==> src/rtl/fetch_stage.sv <==
// Instruction-fetch stage: owns the PC, reads a combinational instruction memory
// and hands instructions to decode through a single-entry IF/ID register.
module fetch_stage #(
  parameter int                XLEN                   = 64,
  parameter int                INSTRUCTION_LENGTH     = XLEN / 2,
  parameter int                SIMULATION_MEMORY_SIZE = 6,
  parameter logic [XLEN-1:0]   RESET_PC               = '0
) (
  input  logic                              clk,
  input  logic                              rst,
  output logic [SIMULATION_MEMORY_SIZE-2:0] imem_addr,
  input  logic [INSTRUCTION_LENGTH-1:0]     imem_instruction,
  output logic                              id_valid,
  input  logic                              id_ready,
  output logic [INSTRUCTION_LENGTH-1:0]     id_instr,
  output logic [XLEN-1:0]                   id_pc,
  input  logic                              redirect_valid,
  input  logic [XLEN-1:0]                   redirect_pc,
  input  logic                              fence_done,
  output logic                              fetch_fault,
  output logic [XLEN-1:0]                   fault_pc
);

  typedef enum logic [1:0] {
    RUN,
    FENCE_WAIT,
    FAULT
  } state_t;

  state_t                        r_state;
  logic [XLEN-1:0]               r_pc;
  logic                          r_idValid;
  logic [INSTRUCTION_LENGTH-1:0] r_idInstr;
  logic [XLEN-1:0]               r_idPc;
  logic                          r_fetchFault;
  logic [XLEN-1:0]               r_faultPc;

  logic w_load;
  logic w_isFence;
  logic w_redirectAligned;

  // The word address simply drops the byte offset, so it wraps with memory depth.
  assign imem_addr = r_pc[SIMULATION_MEMORY_SIZE:2];

  assign w_load            = (r_state == RUN) && (!r_idValid || id_ready) && !redirect_valid;
  assign w_isFence         = (imem_instruction[6:0] == 7'b0001111);
  assign w_redirectAligned = (redirect_pc[1:0] == 2'b00);

  // Redirect outranks everything but reset; a FENCE stalls loads until fence_done.
  always_ff @(posedge clk) begin
    if (rst) begin
      r_state      <= RUN;
      r_pc         <= RESET_PC;
      r_idValid    <= 1'b0;
      r_idInstr    <= '0;
      r_idPc       <= '0;
      r_fetchFault <= 1'b0;
      r_faultPc    <= '0;
    end else if (redirect_valid) begin
      r_idValid <= 1'b0;
      if (w_redirectAligned) begin
        r_pc         <= redirect_pc;
        r_state      <= RUN;
        r_fetchFault <= 1'b0;
      end else begin
        r_state      <= FAULT;
        r_fetchFault <= 1'b1;
        r_faultPc    <= redirect_pc;
      end
    end else begin
      if (w_load) begin
        r_idInstr <= imem_instruction;
        r_idPc    <= r_pc;
        r_idValid <= 1'b1;
        r_pc      <= r_pc + XLEN'(4);
        if (w_isFence) begin
          r_state <= FENCE_WAIT;
        end
      end else if (id_ready) begin
        r_idValid <= 1'b0;
      end
      if ((r_state == FENCE_WAIT) && fence_done) begin
        r_state <= RUN;
      end
    end
  end

  assign id_valid    = r_idValid;
  assign id_instr    = r_idInstr;
  assign id_pc       = r_idPc;
  assign fetch_fault = r_fetchFault;
  assign fault_pc    = r_faultPc;

endmodule

==> config.mk <==
export PLATFORM = sky130hd
export DESIGN_NAME = fetch_stage
export DESIGN_NICKNAME = d
export VERILOG_FILES = /design/src/rtl/fetch_stage.sv
export SDC_FILE = /design/constraint.sdc
export NUM_CORES = 1
export LEC_CHECK = 0
export BUFFER_PORTS_ARGS = -buffer_cell sky130_fd_sc_hd__buf_2
export CORE_UTILIZATION = 40
export CTS_CLUSTER_DIAMETER = 120
export DETAILED_ROUTE_END_ITERATION = 8
export PLACE_DENSITY = 0.69
export REMOVE_ABC_BUFFERS = 1
export SYNTH_ARGS = -nofsm -noshare
export SYNTH_HDL_FRONTEND = slang
export SYNTH_SLANG_ARGS = --single-unit
==> constraint.sdc <==
create_clock -name clk -period 2.06 [get_ports clk]
set_input_delay 0.103 -clock clk [delete_from_list [all_inputs] [get_ports clk]]
set_output_delay 0.103 -clock clk [all_outputs]
set_load 0.05 [all_outputs]
==> reports/summary.txt <==
Crit Path Class: register to register
GRT met3 Usage: 5.062%
run status: finished clean
Syn. warnings: 0
final WL: 36.58 mm
IO Port Bufs: 267
CP max-delay cell: or4_4
#FFs+latches synth: 228
Synth Instances: 1321
starting density of the core: 41.00%
CTS Buffer Depth: 3
Setup Viol. Count Final: 0
placed cell areas: 12460 µm²
GRT busiest layer: met2
First-pass DRT Iterations: 8
Worst EP arrival: 2450 ps
FFs w/ async S/R, synth: 0%
DRC Markers: 0
largest net degree at the start of global routing: 100
met1 GRT Util: 34.92%
Synth Cell Area: 10030 µm²
H-tree Lvls: 1
Startpoint Class: register
f_max: 0.4903 GHz
Clock Tree Root: clkbuf_16
Die Y: 160.3 µm
via/cell ratio: 5.415
Top Ports: 268
first-pass GRT wire length: 57.63 mm
Hold Crit Class: input port to register
max-slew violation count: 0
Fin. Hold Viols: 0
critical path peak fanout: 6
post-route ant nets: 0
core area: 24460 µm²
Final Cell Area: 14780 µm²
EDFF count, synth: 0
Yosys cell types: 67
initial DRC count: 925
die area: 25710 µm²
chip width: 160.3 µm
Hold Crit Depth: 3
sequential share of the synthesized area: 45.51%
worst-margin pin slew: 463.1 ps
Max VDD drop: 0.0005380 V
clock latency at the later pin of the worst-skew pair: 530 ps
R2R Path End: r_pc[47]
main flop type after synthesis: dfxtp_1
Register Area: 4583 µm²
met2 Use GR: 47.65%
CTS tree: built
routed via count: 11420
Slew HR: 68.84%
number of diodes: 0
Pwr Density: 777.0 nW/µm²
GR Util All Layers: 27.50%
Placer Congestion: 0.9036
Period Utilization, post-route: 99.01%
Hold Path Sink: r_pc[34]
Post-DP HPWL: 24.05 mm
clk sinks: 228
setup_tns: 0 ps
share of layout cells above drive strength 1: 29.09%
CTS buffer count: 26
Worst R2R Setup Slack: 20 ps
Worst setup EP type: register
initial antenna violation count: 0
Reg2Reg Depth: 6
Overflow after GRT: 0
post-DR wirelength/cell: 17.35 µm
Clock Pin Slew Worst Setup and Hold Paths: 60 ps
Worst R2R Start: r_pc[19]
Leak Pwr: 0.006259 µW
Worst Hold Launch: redirect_valid
RSZ-0062 raised after global routing: yes
Final #Nets: 1866
Min Clock Period, post-route: 2040 ps
placed cells: 1939
multi-input logic area: 5218 µm²
CP peak stage delay: 570 ps
Post-Route Skew: 10.73 ps
Filler cells: 2153
Area Overhead vs Synth: 47.34%
Cell Chain, Critical Path: nand4_1 > or4_4 > nor4_4 > buf_4 > mux2i_2 > o21ai_1
vias in the first global route: 11210
Finished Layout Cells: 2108
Worst EP required: 2480 ps
Final Power: 11480 µW
Max Cap Viol: 0
# rows: 57
average size of a mapped cell: 7.591 µm²
[through the flow]
stage | hold slack [ps] | setup WS, ps | utilization [%]
global route | 122.2 | -63.37 | 60.40
global placement | 343.0 | -31.55 | 50.94
CTS | 107.9 | 1.287 | 59.54
detailed placement | 350.7 | -103.2 | 50.94
floorplan | 166.3 | -5947 | -
finish | 157.7 | 20.36 | 60.40
[worst max path at each step]
stage	startpoint	end	slack, ps	cells after the start
after CTS	r_pc[3]	r_pc[34]	1	7
after detailed placement	r_pc[3]	r_pc[63]	-100	6
after global placement	r_pc[34]	r_pc[63]	-30	7
final	r_pc[19]	r_pc[47]	20	6
after global routing	r_pc[19]	r_pc[47]	-60	6
after floorplan	id_valid	r_pc[59]	-5950	5
[critical path, delay by kind of cell, from the launching register on]
family,cells,cell delay (ps)
simple gates,3,1130
flops,1,340
compound gates,1,80
mux,1,190
buf+inv,1,180
[where the power goes]
part	switching (µW)	leakage, µW	internal [µW]
clock network	1890	0.000435	2850
registers	123	0.00187	4610
logic	1320	0.00396	679
[layer usage]
layer	share of wire, %	up-vias
li1	-	5510
met1	43	5368
met2	47	465
met3	7.6	72
met4	2.4	0
met5	0	-
[layout make-up]
cell class,instances,share of cell area [%]
multi-input combinational,973,35.31
sequential,228,31.02
clock inverter,12,0.7960
tap,324,2.744
clock buffer,36,5.208
timing repair buffer,524,24.64
inverter,11,0.2794
[cell families after synthesis]
family	count (synthesis)	synth area share, %
adder cells (fa/ha/maj)	1	0.1247
AND/OR/NAND/NOR	622	27.60
buffers and inverters	120	4.903
AO/OA/AOI/OAI	323	19.16
flip-flops	228	45.51
multiplexers	27	2.695
[flip-flops by register name (all words and copies together), names as in the netlist]
signal	count
fault_pc	64
fetch_fault	1
id_instr	32
id_pc	64
id_valid	1
r_pc	64
r_state	2
[synth_stat cells, types with 3 or more instances]
cell,number,share of area (%)
a2111oi_0,7,0.61
a211oi_1,4,0.30
a21o_1,3,0.22
a21oi_1,196,9.8
a22oi_1,17,1.3
a2bb2oi_1,4,0.35
a311o_1,3,0.30
a31oi_1,11,0.69
a32oi_1,3,0.26
and2_1,5,0.31
and3_1,16,1.0
and4_1,3,0.26
buf_1,5,0.19
buf_2,4,0.20
buf_4,5,0.37
clkbuf_1,91,3.4
dfxtp_1,228,46
inv_1,10,0.37
mux2i_1,27,2.7
nand2_1,379,14
nand2b_1,3,0.19
nand3_1,32,1.6
nand4_1,27,1.7
nor2_1,69,2.6
nor2b_1,3,0.19
nor3_1,23,1.1
nor4_1,21,1.3
o211ai_1,6,0.45
o21a_1,3,0.22
o21ai_0,22,1.1
o22ai_1,12,0.75
o311a_1,3,0.30
o311ai_0,4,0.35
o31a_1,3,0.26
o31ai_1,3,0.22
or2_2,5,0.31
or3_1,9,0.56
or4_1,14,1.0
[placed cells by master, fill, tap and decap left out, types with 7 or more instances in the layout]
cell / instances
nand2_1: 377
buf_2: 266
dfxtp_1: 215
a21oi_1: 195
buf_4: 134
dlygate4sd3_1: 116
nor2_1: 67
nand4_1: 27
clkbuf_16: 27
mux2i_1: 26
nand3_1: 25
o21ai_0: 22
nor3_1: 18
a22oi_1: 17
and3_1: 16
nor4_1: 14
o22ai_1: 12
dfxtp_2: 12
inv_1: 10
a31oi_1: 10
or4_1: 8
or4_4: 7
nand3_2: 7
or3_1: 7
clkinv_2: 7
[what timing repair did]
action	CTS	global route
hold buffers	116	0
pin swaps	3	10
hold endpoints to repair	151	0
setup endpoints to repair	16	36
buffers inserted	0	5
resized for setup	11	47
No activity file was read; power rests on OpenSTA's default activity.
